<file path="config.mk">
export PLATFORM = sky130hd
export DESIGN_NAME = cache_mem_adapter_flat
export DESIGN_NICKNAME = d
export VERILOG_FILES = /design/src/rtl/cache_pkg.sv /design/src/rtl/cache_mem_adapter_if.sv /design/src/rtl/cache_line_buf.sv /design/src/rtl/cache_mem_adapter.sv /design/src/flat_wrapper.sv
export SDC_FILE = /design/constraint.sdc
export NUM_CORES = 1
export LEC_CHECK = 0
export BUFFER_PORTS_ARGS = -buffer_cell sky130_fd_sc_hd__buf_2
export CAP_MARGIN = 15
export CORE_MARGIN = 4
export CORE_UTILIZATION = 30
export DETAILED_ROUTE_END_ITERATION = 10
export REMOVE_ABC_BUFFERS = 1
export SYNTH_ARGS = -nofsm -noshare
export SYNTH_HDL_FRONTEND = slang
export SYNTH_HIERARCHICAL = 1
export SYNTH_SLANG_ARGS = --single-unit
</file>
<file path="constraint.sdc">
create_clock -name clk -period 2.4 [get_ports clk]
set_input_delay 0.72 -clock clk [delete_from_list [all_inputs] [get_ports clk]]
set_output_delay 0.72 -clock clk [all_outputs]
set_load 0.05 [all_outputs]
</file>
<file path="src/rtl/cache_pkg.sv">
// cache_pkg
// Shared cache geometry, the adapter state encoding and the line/word types.
// The cache controller, the data arrays and the memory adapter all import this,
// so the line geometry only has to be changed here.
//   DATA_W         : memory word width in bits
//   WORDS_PER_LINE : words per cache line (power of two)
//   IDX_W          : width of a word index within a line
//   BYTE_W         : byte-offset bits within one word
//   OFF            : byte-offset bits within one line
package cache_pkg;

  localparam int DATA_W         = 32;
  localparam int WORDS_PER_LINE = 8;
  localparam int IDX_W          = $clog2(WORDS_PER_LINE);
  localparam int BYTE_W         = $clog2(DATA_W / 8);
  localparam int OFF            = IDX_W + BYTE_W;

  typedef logic [DATA_W-1:0] word_t;

  // Word 0 sits in the least significant bits of the packed line.
  typedef logic [WORDS_PER_LINE-1:0][DATA_W-1:0] line_t;

  typedef enum logic [1:0] {
    IDLE  = 2'd0,
    WRITE = 2'd1,
    READ  = 2'd2,
    RESP  = 2'd3
  } adapter_state_t;

endpackage

</file>
<file path="src/rtl/cache_mem_adapter_if.sv">
// cache_mem_adapter_if
// Single-word req/ack bus between the memory adapter and main memory.
// A word moves at a rising edge where req and ack are both high.
//   req   : word request (master -> slave)
//   we    : 1 = write word, 0 = read word (master -> slave)
//   addr  : word byte address (master -> slave)
//   wdata : write word (master -> slave)
//   ack   : word accepted/completed (slave -> master)
//   rdata : read word, valid with ack (slave -> master)
interface cache_mem_adapter_if
  import cache_pkg::*;
#(
  parameter int ADDR_W = 32
) ();

  logic              req;
  logic              we;
  logic [ADDR_W-1:0] addr;
  word_t             wdata;
  logic              ack;
  word_t             rdata;

  modport master (output req, we, addr, wdata, input ack, rdata);
  modport slave  (input req, we, addr, wdata, output ack, rdata);

endinterface

</file>
<file path="src/rtl/cache_line_buf.sv">
// cache_line_buf
// Word-indexed register holding one cache line.
//   clk       : clock
//   clear     : zero the whole line (highest priority)
//   load      : load the whole line from load_line
//   load_line : line value for load
//   wr_en     : write wr_data into word wr_idx
//   wr_idx    : word index for single-word write
//   wr_data   : word for single-word write
//   rd_idx    : word index for combinational read
//   rd_data   : word at rd_idx
//   line      : full registered line
module cache_line_buf
  import cache_pkg::*;
(
  input  logic             clk,
  input  logic             clear,
  input  logic             load,
  input  line_t            load_line,
  input  logic             wr_en,
  input  logic [IDX_W-1:0] wr_idx,
  input  word_t            wr_data,
  input  logic [IDX_W-1:0] rd_idx,
  output word_t            rd_data,
  output line_t            line
);

  always_ff @(posedge clk) begin
    if (clear) begin
      line <= '0;
    end else if (load) begin
      line <= load_line;
    end else if (wr_en) begin
      line[wr_idx] <= wr_data;
    end
  end

  assign rd_data = line[rd_idx];

endmodule

</file>
<file path="src/rtl/cache_mem_adapter.sv">
// cache_mem_adapter
// Turns line-level writeback/fill pulses from the cache controller into
// WORDS_PER_LINE single-word req/ack transfers on the main-memory bus and
// reports completion with a one-cycle ca_resp pulse.
//   clk       : clock, rising edge
//   rst       : synchronous active-low reset
//   mem_read  : fill request pulse
//   mem_write : writeback request pulse
//   line_addr : line address, offset bits ignored
//   wb_line   : writeback line, word 0 in LSBs
//   fill_line : fill line, word 0 in LSBs, held until the next fill starts
//   ca_resp   : one-cycle completion pulse
//   busy      : transfer in progress
//   err       : one-cycle protocol or timeout error pulse
//   bus       : main-memory word bus (master side)
module cache_mem_adapter
  import cache_pkg::*;
#(
  parameter int ADDR_W      = 32,
  parameter int TIMEOUT_CYC = 64
) (
  input  logic                       clk,
  input  logic                       rst,
  input  logic                       mem_read,
  input  logic                       mem_write,
  input  logic [ADDR_W-1:0]          line_addr,
  input  line_t                      wb_line,
  output line_t                      fill_line,
  output logic                       ca_resp,
  output logic                       busy,
  output logic                       err,
  cache_mem_adapter_if.master        bus
);

  localparam int TMO_W = $clog2(TIMEOUT_CYC + 1);

  adapter_state_t          state;
  logic [ADDR_W-OFF-1:0]   tag;
  logic [IDX_W-1:0]        idx;
  logic [IDX_W-1:0]        idx_nxt;
  logic [TMO_W-1:0]        tmo_cnt;
  logic                    last_word;
  logic                    req_any;
  logic                    start_write;
  logic                    start_read;
  logic                    fill_wr;
  word_t                   wb_word;
  word_t                   unused_fill_word;
  line_t                   unused_wb_line;
  logic                    unused_offset;

  assign req_any     = mem_read | mem_write;
  assign start_write = (state == IDLE) && mem_write && !mem_read;
  assign start_read  = (state == IDLE) && mem_read && !mem_write;
  assign idx_nxt     = idx + IDX_W'(1);
  assign last_word   = (idx == IDX_W'(WORDS_PER_LINE - 1));
  assign fill_wr     = (state == READ) && bus.ack;

  // Offset bits of the line address are deliberately dropped.
  assign unused_offset = ^line_addr[OFF-1:0];

  // Writeback copy of the line, so the controller may reuse wb_line at once.
  // The read port looks one word ahead to present the next bus_wdata.
  cache_line_buf u_wb_buf (
    .clk       (clk),
    .clear     (!rst),
    .load      (start_write),
    .load_line (wb_line),
    .wr_en     (1'b0),
    .wr_idx    (idx),
    .wr_data   ('0),
    .rd_idx    (idx_nxt),
    .rd_data   (wb_word),
    .line      (unused_wb_line)
  );

  // Fill line, zeroed when a fill starts so words never received read as 0.
  cache_line_buf u_fill_buf (
    .clk       (clk),
    .clear     (!rst || start_read),
    .load      (1'b0),
    .load_line ('0),
    .wr_en     (fill_wr),
    .wr_idx    (idx),
    .wr_data   (bus.rdata),
    .rd_idx    (idx),
    .rd_data   (unused_fill_word),
    .line      (fill_line)
  );

  // Transfer sequencer. All outputs are registered; ca_resp (and err on a
  // timeout) are raised on the edge that enters RESP so they are high for
  // exactly the RESP cycle. Requests outside IDLE are flagged, never queued.
  always_ff @(posedge clk) begin
    if (!rst) begin
      state     <= IDLE;
      tag       <= '0;
      idx       <= '0;
      tmo_cnt   <= '0;
      ca_resp   <= 1'b0;
      busy      <= 1'b0;
      err       <= 1'b0;
      bus.req   <= 1'b0;
      bus.we    <= 1'b0;
      bus.addr  <= '0;
      bus.wdata <= '0;
    end else begin
      ca_resp <= 1'b0;
      err     <= 1'b0;
      case (state)
        IDLE: begin
          busy <= 1'b0;
          if (mem_read && mem_write) begin
            err <= 1'b1;
          end else if (req_any) begin
            tag       <= line_addr[ADDR_W-1:OFF];
            idx       <= '0;
            tmo_cnt   <= '0;
            busy      <= 1'b1;
            bus.req   <= 1'b1;
            bus.we    <= mem_write;
            bus.addr  <= {line_addr[ADDR_W-1:OFF], {OFF{1'b0}}};
            bus.wdata <= mem_write ? wb_line[0] : '0;
            state     <= mem_write ? WRITE : READ;
          end
        end
        WRITE, READ: begin
          if (req_any) begin
            err <= 1'b1;
          end
          if (bus.ack) begin
            tmo_cnt <= '0;
            if (last_word) begin
              bus.req <= 1'b0;
              ca_resp <= 1'b1;
              state   <= RESP;
            end else begin
              idx       <= idx_nxt;
              bus.addr  <= {tag, idx_nxt, {BYTE_W{1'b0}}};
              bus.wdata <= (state == WRITE) ? wb_word : '0;
            end
          end else if (tmo_cnt == TMO_W'(TIMEOUT_CYC - 1)) begin
            bus.req <= 1'b0;
            ca_resp <= 1'b1;
            err     <= 1'b1;
            state   <= RESP;
          end else begin
            tmo_cnt <= tmo_cnt + TMO_W'(1);
          end
        end
        RESP: begin
          if (req_any) begin
            err <= 1'b1;
          end
          busy  <= 1'b0;
          state <= IDLE;
        end
        default: begin
          busy    <= 1'b0;
          bus.req <= 1'b0;
          state   <= IDLE;
        end
      endcase
    end
  end

endmodule

</file>
<file path="src/flat_wrapper.sv">
// flat-port wrapper written by rule: the top's interface ports become plain ports
module cache_mem_adapter_flat import cache_pkg::*;
#(
  parameter int ADDR_W      = 32,
  parameter int TIMEOUT_CYC = 64
)
  (clk, rst, mem_read, mem_write, line_addr, wb_line, fill_line, ca_resp, busy, err, bus_req, bus_we, bus_addr, bus_wdata, bus_ack, bus_rdata);
  cache_mem_adapter_if #(.ADDR_W(ADDR_W)) bus_i ();
  input  logic clk;
  input  logic rst;
  input  logic mem_read;
  input  logic mem_write;
  input  logic [ADDR_W-1:0] line_addr;
  input  line_t wb_line;
  output line_t fill_line;
  output logic ca_resp;
  output logic busy;
  output logic err;
  output wire logic [$bits(bus_i.req)-1:0] bus_req;
  output wire logic [$bits(bus_i.we)-1:0] bus_we;
  output wire logic [$bits(bus_i.addr)-1:0] bus_addr;
  output wire logic [$bits(bus_i.wdata)-1:0] bus_wdata;
  input wire logic [$bits(bus_i.ack)-1:0] bus_ack;
  input wire logic [$bits(bus_i.rdata)-1:0] bus_rdata;
  assign bus_req = bus_i.req;
  assign bus_we = bus_i.we;
  assign bus_addr = bus_i.addr;
  assign bus_wdata = bus_i.wdata;
  assign bus_i.ack = bus_ack;
  assign bus_i.rdata = bus_rdata;
  cache_mem_adapter #(.ADDR_W(ADDR_W), .TIMEOUT_CYC(TIMEOUT_CYC)) u_core (.clk(clk), .rst(rst), .mem_read(mem_read), .mem_write(mem_write), .line_addr(line_addr), .wb_line(wb_line), .fill_line(fill_line), .ca_resp(ca_resp), .busy(busy), .err(err), .bus(bus_i));
endmodule
</file>
==> impl_metrics.env, run 1 <==
export IMPL_critPathLaunchType="flip-flop"
export IMPL_drt_iter0_drc=2432
export IMPL_pre_cts_ws_ns=0.0218
export IMPL_slew_headroom_pct=-61.7
export IMPL_outcome="finished, violations left"
export IMPL_core_area_sq_um=95600
export IMPL_syn_to_final_growth_pct=33.4
export IMPL_min_path_type="input pin to flip-flop"
export IMPL_cts_buffers=74
export IMPL_place_gp_congestion=0.844
export IMPL_worstPathCellList="ha_4, ha_4, buf_12, mux4_2, mux2_4, a221oi_2, nor3_1"
export IMPL_worst_slack_ns=0.0429
export IMPL_cts_sinks=615
export IMPL_fin_crit_ns=2.36
export IMPL_synth_area_sq_um=29100
export IMPL_layout_drive_gt1_share_pct=38.2
export IMPL_layout_commonest_cell="buf_2"
export IMPL_place_hpwl_mm=83.8
export IMPL_cpMaxStageDelayCell="mux4_2"
export IMPL_path_class="flip-flop to flip-flop"
export IMPL_rsz0062_at_grt="yes"
export IMPL_start_util_pct=30.4
export IMPL_cp_max_fo=9
export IMPL_skew_ns=0.0182
export IMPL_postSynthCellCount=3097
export IMPL_wire_per_inst_microns=22.7
export IMPL_final_period_utilization_pct=98.2
export IMPL_use_met1_pct=27.7
export IMPL_grt_pass1_vias=27431
export IMPL_place_area_sq_um=35800
export IMPL_postCtsHoldBufs=0
export IMPL_dp_cells=5239
export IMPL_grt_met2_usage_pct=37.5
export IMPL_final_util_pct=40.6
export IMPL_track_usage_pct=22.7
export IMPL_insertion_delay_ns=0.63
export IMPL_synth_warnings=6
export IMPL_cts_tree="done"
export IMPL_cp_end_kind="flip-flop"
export IMPL_rows=113
export IMPL_grt_busiest_layer="met2"
export IMPL_vias_per_cell=5.09
export IMPL_setup_tns_ns=0
export IMPL_crit_top_cell="ha_4"
export IMPL_worst_path_largest_cell_delay_ns=0.51
export IMPL_cts_buffer_depth=3
export IMPL_p_leak_nw=17.3
export IMPL_io_pins=650
export IMPL_max_cap_violations=0
export IMPL_port_buffers=642
export IMPL_layout_common_cells="buf_2, dfxtp_1, a21oi_1"
export IMPL_antenna_found_initial=29
export IMPL_final_antenna_net_count=0
export IMPL_clk_pin_slew_ns=0.06
export IMPL_cp_top_family="multiplexers"
export IMPL_grt_overflow=0
export IMPL_peakVddDrop_mv=0.714
export IMPL_final_area_sq_um=38800
export IMPL_critPathRequiredTime_ns=2.91
export IMPL_stdcell_count=5407
export IMPL_violations="slew limit"
export IMPL_syn_mean_instance_area_sq_um=9.39
export IMPL_vias=27536
export IMPL_routed_wl_mm=123
export IMPL_die_area_sq_um=102000
export IMPL_clock_root_buffer="clkbuf_16"
export IMPL_drcViolationCount=0
export IMPL_die_h_microns=319
export IMPL_die_x_microns=319
export IMPL_finish_net_count=4403
export IMPL_worst_slew_pin_slew_ns=2.42
export IMPL_grt_max_degree=263
export IMPL_finalHoldViolations=0
export IMPL_grtUsageMet3_pct=7.66
export IMPL_finalMaxSlewViolations=164
export IMPL_max_freq_mhz=424
export IMPL_arrival_ns=2.86
export IMPL_pwr_density_cell_nw_per_um2=1040
export IMPL_drt_pass1_iter_count=6
export IMPL_cts_htree_levels=3
export IMPL_nFillCells=9591
export IMPL_setup_violations=0
export IMPL_crit_buf_inv=1
export IMPL_grt_pass1_wl_mm=178
## per-stage QoR
stage,hold slack (ns),total power [mW]
2_1_floorplan,0.423,23.5
3_3_place_gp,0.428,27.9
3_5_place_dp,0.434,28.1
4_1_cts,0.289,40.2
5_1_grt,0.324,42.1
6_report,0.343,40.3
## worst reg2reg max path, delay by kind of cell, from the launching register on
| family | cells | cell delay (ns) |
|---|---|---|
| adder cells (fa/ha/maj) | 2 | 0.53 |
| buffers and inverters | 1 | 0.18 |
| AO/OA/AOI/OAI | 1 | 0.26 |
| AND/OR/NAND/NOR | 1 | 0.06 |
| multiplexers | 2 | 0.84 |
| flip-flops | 1 | 0.37 |
## where the power goes
group,internal [mW],switching (mW),leakage [nW]
Clock,7.07,4.82,1.26
Sequential,12.1,1.07,5.08
Combinational,5.53,9.74,11.0
## registers in the layout, summed over array words and instances (netlist names)
signal                  cells
u_core/tmo_cnt              7
u_core/ca_resp              1
u_core/idx                  2
u_core/bus.wdata           32
u_core/busy                 1
u_core/u_wb_buf/line      256
u_core/tag                 27
u_core/bus.req              1
u_core/state                2
u_core/bus.addr            28
u_core/err                  1
u_core/bus.we               1
u_core/u_fill_buf/line    256
## layer usage
metal  up-vias  share of wire [%]
met1     13163                 40
met4        24                3.1
li1      12914                  -
met5         -               0.12
met3       229                 10
met2      1206                 47
## worst paths after layout
kind / startpoint / to / slack (ns) / depth (start not counted)
max: u_core/idx[0]$_SDFFE_PN0P_ / u_core/bus.wdata[30]$_SDFFE_PN0P_ / 0.04 / 7
min: line_addr[26] / u_core/tag[21]$_SDFFE_PN0P_ / 0.34 / 3
max reg2reg: u_core/idx[0]$_SDFFE_PN0P_ / u_core/bus.wdata[30]$_SDFFE_PN0P_ / 0.04 / 7
min reg2reg: u_core/tmo_cnt[6]$_SDFFE_PN0P_ / u_core/tmo_cnt[6]$_SDFFE_PN0P_ / 0.44 / 1
## what timing repair did
item / in CTS / in global routing
pin swaps: 1 / 2
resized for setup: 14 / 12
buffers inserted: 0 / 15
cloned: 1 / 2
endpoints found under the setup margin: 3 / 30
## final cells by class
cell class / count / area (sq um) / share of cell area, %
clock buffer: 97 / 2060 / 5.31
tap: 1265 / 1580 / 4.08
timing repair buffer: 795 / 5190 / 13.4
antenna: 14 / 35.0 / 0.0903
inverter: 519 / 1960 / 5.04
multi-input combinational: 2063 / 15200 / 39.1
clock inverter: 39 / 479 / 1.24
sequential: 615 / 12300 / 31.8
Power figures use the tool's default switching activity.
==> inputs of run 2 (changes only) <==
- CORE_MARGIN: 4 -> 1
==> impl_metrics.env, run 2 (same netlist as run 1, synthesis figures left out) <==
export IMPL_antenna_found_initial=24
export IMPL_dp_cells=5240
export IMPL_min_path_type="input pin to flip-flop"
export IMPL_die_area_sq_um=98200
export IMPL_clk_pin_slew_ns=0.06
export IMPL_port_buffers=642
export IMPL_cp_max_fo=14
export IMPL_critPathLaunchType="flip-flop"
export IMPL_peakVddDrop_mv=0.727
export IMPL_cts_sinks=615
export IMPL_crit_start="u_core/idx[0]$_SDFFE_PN0P_"
export IMPL_wire_per_inst_microns=21.6
export IMPL_routed_wl_mm=117
export IMPL_rows=113
export IMPL_violations="slew limit"
export IMPL_cp_end_kind="flip-flop"
export IMPL_vias_per_cell=5.06
export IMPL_clock_root_buffer="clkbuf_16"
export IMPL_vias=27363
export IMPL_final_antenna_net_count=0
export IMPL_place_gp_congestion=0.859
export IMPL_worst_slew_pin_slew_ns=2.17
export IMPL_core_area_sq_um=95400
export IMPL_finalMaxSlewViolations=164
export IMPL_layout_common_cells="buf_2, dfxtp_1, a21oi_1"
export IMPL_place_hpwl_mm=79.3
export IMPL_grt_pass1_wl_mm=171
export IMPL_drcViolationCount=0
export IMPL_drt_iter0_drc=2173
export IMPL_cts_buffers=73
export IMPL_setup_violations=0
export IMPL_slew_headroom_pct=-45.1
export IMPL_outcome="finished, violations left"
export IMPL_grt_max_degree=263
export IMPL_postCtsHoldBufs=0
export IMPL_p_leak_nw=17.3
export IMPL_cts_htree_levels=3
export IMPL_r2r_start="u_core/idx[0]$_SDFFE_PN0P_"
export IMPL_p_total_mw=40.1
export IMPL_track_usage_pct=22.9
export IMPL_drt_pass1_iter_count=5
export IMPL_layout_drive_gt1_share_pct=38.1
export IMPL_stdcell_count=5404
export IMPL_finalHoldViolations=0
export IMPL_layout_commonest_cell="buf_2"
export IMPL_pwr_density_cell_nw_per_um2=1030
export IMPL_grt_overflow=0
export IMPL_die_h_microns=313
export IMPL_finish_net_count=4410
export IMPL_min_from="line_addr[5]"
export IMPL_start_util_pct=30.5
export IMPL_max_cap_violations=0
export IMPL_arrival_ns=2.88
export IMPL_largestRegisters="u_core/u_fill_buf/line x256, u_core/u_wb_buf/line x256, u_core/bus.wdata x32"
export IMPL_max_freq_mhz=425
export IMPL_fin_crit_ns=2.35
export IMPL_syn_to_final_growth_pct=33.4
export IMPL_cts_tree="done"
export IMPL_critPathRequiredTime_ns=2.92
export IMPL_grt_pass1_vias=26481
export IMPL_skew_ns=0.0386
export IMPL_cts_buffer_depth=3
export IMPL_holdWs_ns=0.334
export IMPL_io_pins=650
export IMPL_rsz0062_at_grt="yes"
export IMPL_insertion_delay_ns=0.64
export IMPL_die_x_microns=313
export IMPL_path_class="flip-flop to flip-flop"
export IMPL_final_period_utilization_pct=98.0
## run 2: changes by cell type in the layout (fill, tap and decap cells not counted), moves of 4 or more
cell / before / now
clkinv_2: 17 / 11
mux2_4: 2 / 7
buf_4: 90 / 94
a221oi_2: 15 / 24
a221oi_1: 17 / 8
diode_2: 14 / 9
clkbuf_1: 12 / 20
mux2_2: 30 / 25
## run 2: repair_timing
| item | 4_1_cts | 5_1_grt |
|---|---|---|
| endpoints found under the setup margin | 12 | 46 |
| hold endpoints to repair | 0 | 0 |
| buffers inserted | 4 | 18 |
| gates cloned | 2 | 1 |
| pin swaps | 1 | 2 |
| resized for setup | 10 | 38 |
## run 2: final timing paths
check / endpoint / slack, ns / cells after the start
max: u_core/bus.wdata[2]$_SDFFE_PN0P_ / 0.05 / 7
max reg2reg: u_core/bus.wdata[2]$_SDFFE_PN0P_ / 0.05 / 7
min reg2reg: u_core/tmo_cnt[6]$_SDFFE_PN0P_ / 0.44 / 1
min: u_core/tag[0]$_SDFFE_PN0P_ / 0.33 / 3
## run 2: final cells by class
| cell class | count | area, sq um |
|---|---|---|
| antenna | 9 | 22.5 |
| clock buffer | 106 | 2110 |
| clock inverter | 24 | 299 |
| fill | 9539 | 56600 |
| inverter | 519 | 1960 |
| multi-input combinational | 2063 | 15200 |
| sequential | 615 | 12300 |
| tap | 1265 | 1580 |
| timing repair buffer | 803 | 5280 |
## run 2: worst max-delay path, cell delays in order (launching register included)
cell      delay [ns]
dfxtp_4         0.36
ha_4            0.37
buf_12          0.19
buf_4           0.13
mux4_2          0.56
mux2_4          0.30
a221oi_2        0.25
nor3_1          0.06
## run 2: metal layers
| metal | GRT usage (%) | up-vias | part of all wire, % |
|---|---|---|---|
| li1 | - | 12889 | - |
| met1 | 28.6 | 13135 | 41 |
| met2 | 38.3 | 1133 | 47 |
| met3 | 6.79 | 186 | 9.6 |
| met4 | 6.14 | 20 | 2.3 |
| met5 | 0 | - | 0.12 |
## run 2: where the power goes
group / internal, mW / total (mW) / switching, mW
registers: 12.1 / 13.1 / 1.04
clock network: 6.77 / 11.4 / 4.61
logic: 5.79 / 15.6 / 9.79
total: 24.6 / 40.1 / 15.4
## run 2: stage by stage
step	setup TNS [ns]	worst slack (ns)	area (sq um)	util (%)
6_report	0	0.0491	38800	40.6
5_1_grt	-0.185	-0.0363	38800	40.6
4_1_cts	0	0.00241	38400	40.3
3_5_place_dp	-0.747	-0.0498	35800	37.6
3_3_place_gp	-0.322	-0.0482	35800	37.6
2_1_floorplan	-4264.66	-11.78	29200	-
==> inputs of run 3 (changes only) <==
- CORE_AREA: not set -> 2 2 255 257
- CORE_MARGIN: 1 -> not set
- CORE_UTILIZATION: 30 -> not set
- DIE_AREA: not set -> 0 0 257 259
- SYNTH_HIERARCHICAL: 1 -> not set
==> impl_metrics.env, run 3 <==
export IMPL_synth_cell_types=42
export IMPL_cts_sinks=615
export IMPL_track_usage_pct=23.6
export IMPL_grt_overflow=0
export IMPL_cts_tree="done"
export IMPL_p_total_mw=31.9
export IMPL_rr_endpoint="u_core.bus.wdata[18]$_SDFFE_PN0P_"
export IMPL_fin_crit_ns=2.25
export IMPL_place_area_sq_um=28400
export IMPL_vias=21906
export IMPL_synth_area_sq_um=23900
export IMPL_min_from="wb_line[189]"
export IMPL_grt_busiest_layer="met2"
export IMPL_worstPathCellList="buf_4, buf_2"
export IMPL_critPathLaunchType="flip-flop"
export IMPL_setup_violations=0
export IMPL_synth_edf_count=0
export IMPL_io_pins=650
export IMPL_path_class="flip-flop to output pin"
export IMPL_ys_seq_area_share_pct=51.6
export IMPL_grt_pass1_wl_mm=123
export IMPL_min_path_type="input pin to flip-flop"
export IMPL_vias_per_cell=5.02
export IMPL_worst_slack_ns=0.152
export IMPL_final_area_sq_um=30700
export IMPL_wire_per_inst_microns=18.7
export IMPL_arrival_ns=1.53
export IMPL_insertion_delay_ns=0.59
export IMPL_rows=93
export IMPL_layout_commonest_cell="nand2_1"
export IMPL_critPathRequiredTime_ns=1.68
export IMPL_yosysTopAreaCell="dfxtp_1"
export IMPL_p_clk_share_pct=33.9
export IMPL_cpMaxStageDelayCell="dfxtp_2"
export IMPL_max_cap_violations=0
export IMPL_r2r_slack_ns=0.35
export IMPL_p_switching_mw=11.0
export IMPL_ys_top_cells_by_count="nand2_1, dfxtp_1, a21oi_1, clkbuf_1, buf_2"
export IMPL_dp_cells=4230
export IMPL_worst_path_largest_cell_delay_ns=0.35
export IMPL_postSynthCellCount=2905
export IMPL_cts_htree_levels=3
export IMPL_final_antenna_net_count=0
export IMPL_core_area_sq_um=63900
export IMPL_largestRegisters="u_core.u_fill_buf.line x256, u_core.u_wb_buf.line x256, u_core.bus.wdata x32"
export IMPL_grt_met2_usage_pct=39.9
export IMPL_start_util_pct=37.4
export IMPL_finalMaxSlewViolations=0
export IMPL_multi_input_area_sq_um=10500
export IMPL_p_int_mw=20.9
export IMPL_clk_pin_slew_ns=0.06
export IMPL_grtUsageMet3_pct=5.26
export IMPL_pwr_share_comb_pct=29.2
export IMPL_power_frac_seq_pct=36.8
export IMPL_synth_warnings=0
export IMPL_postCtsHoldBufs=0
export IMPL_syn_mean_instance_area_sq_um=8.22
export IMPL_die_h_microns=259
export IMPL_post_cts_buffers=0
export IMPL_finish_net_count=3781
export IMPL_clock_root_buffer="clkbuf_16"
export IMPL_final_util_pct=48.1
export IMPL_antenna_found_initial=16
export IMPL_drt_iter0_drc=1634
export IMPL_nFillCells=6287
export IMPL_worstRegToRegCells=7
export IMPL_post_cts_resized=0
export IMPL_p_leak_nw=12.1
export IMPL_async_flop_share_pct=0
export IMPL_pwr_density_cell_nw_per_um2=1040
export IMPL_cts_buffers=69
export IMPL_max_freq_mhz=445
export IMPL_drcViolationCount=0
export IMPL_finalHoldViolations=0
export IMPL_peakVddDrop_mv=0.895
export IMPL_pre_cts_ws_ns=-0.00217
export IMPL_hold_path_cell_count=3
export IMPL_outcome="complete, no violations"
export IMPL_regArea_sq_um=12300
export IMPL_final_period_utilization_pct=93.7
export IMPL_switching_share_pct=34.4
export IMPL_use_met1_pct=29.5
export IMPL_die_area_sq_um=66600
export IMPL_cts_buffer_depth=3
export IMPL_ys_ff_latch=615
export IMPL_stdcell_count=4365
export IMPL_grt_max_degree=92
export IMPL_rsz0062_at_grt="no"
export IMPL_min_to="u_core.u_wb_buf.line[189]$_SDFFE_PN0P_"
export IMPL_synth_most_common_cell="nand2_1"
export IMPL_yosys_area_top_type_share_pct=51.6
export IMPL_slew_headroom_pct=62.9
export IMPL_skew_ns=0.0138
export IMPL_grt_pass1_vias=20470
export IMPL_layout_drive_gt1_share_pct=27.0
export IMPL_r2r_start="u_core.state[0]$_SDFFE_PN0P_"
export IMPL_die_x_microns=257
export IMPL_synth_ff_type="dfxtp_1"
export IMPL_drt_pass1_iter_count=5
export IMPL_cp_end_kind="output pin"
export IMPL_worst_slew_pin_slew_ns=0.556
export IMPL_synth_top_cells_by_area="dfxtp_1, nand2_1, a21oi_1"
export IMPL_cp_max_fo=9
export IMPL_place_hpwl_mm=56.3
export IMPL_layout_common_cells="nand2_1, buf_2, dfxtp_1"
export IMPL_syn_to_final_growth_pct=28.7
export IMPL_place_gp_congestion=0.841
export IMPL_routed_wl_mm=81.5
export IMPL_port_buffers=642
## run 3: layer usage
layer | up-vias | wire length (microns)
met4 | 10 | 2600
met1 | 10229 | 33200
met2 | 841 | 39400
met5 | - | 70
met3 | 127 | 6160
li1 | 10699 | -
## run 3: layout make-up
| cell class | count | share of cell area [%] |
|---|---|---|
| Antenna cell | 11 | 0.0896 |
| Clock buffer | 98 | 6.50 |
| Clock inverter | 26 | 1.06 |
| Inverter | 8 | 0.122 |
| Multi-Input combinational cell | 2022 | 34.3 |
| Sequential cell | 615 | 40.1 |
| Tap cell | 855 | 3.48 |
| Timing Repair Buffer | 730 | 14.4 |
## run 3: power groups by stage
stage / clock [mW] / combinational, mW / sequential (mW)
2_1_floorplan: 0 / 4.53 / 13.4
3_3_place_gp: 0 / 9.36 / 11.9
3_5_place_dp: 0 / 9.42 / 12.0
4_1_cts: 11.1 / 9.44 / 11.7
5_1_grt: 11.5 / 10.1 / 11.9
6_report: 10.8 / 9.33 / 11.8
## run 3: cells by family after synthesis
kind of cell             count (synthesis)  share of synthesized area, %
buffers and inverters                  269                          4.69
other                                    1                        0.0157
multiplexers                           143                          9.44
adder cells (fa/ha/maj)                 10                         0.524
flip-flops                             615                          51.6
AO/OA/AOI/OAI                          630                          13.8
AND/OR/NAND/NOR                       1237                          20.0
## run 3: how the worst max path moves through the flow
stage | slack (ns) | start | depth (start not counted) | to
final | 0.15 | u_core.idx[0]$_SDFFE_PN0P_ | 2 | bus_addr[2]
after CTS | 0.07 | u_core.idx[0]$_SDFFE_PN0P_ | 2 | bus_addr[2]
after global placement | 0.04 | mem_write | 9 | u_core.idx[1]$_SDFFE_PN0P_
after floorplan | -6.85 | mem_read | 3 | u_core.u_fill_buf.line[0]$_SDFFE_PP0P_
after global routing | 0.08 | u_core.idx[0]$_SDFFE_PN0P_ | 2 | bus_addr[2]
after detailed placement | -0.002 | mem_read | 9 | u_core.bus.addr[13]$_SDFFE_PN0P_
## run 3: through the flow
| step | hold WS, ns | TNS, ns |
|---|---|---|
| floorplan | 0.407 | -3042.50 |
| global route | 0.332 | 0 |
| detailed placement | 0.431 | -0.00217 |
| global placement | 0.427 | 0 |
| finish | 0.362 | 0 |
| CTS | 0.318 | 0 |
## run 3: worst max-delay path: cells and delay by family (launching register included)
family / cells / cell delay [ns]
DFF: 1 / 0.35
buffers and inverters: 2 / 0.57
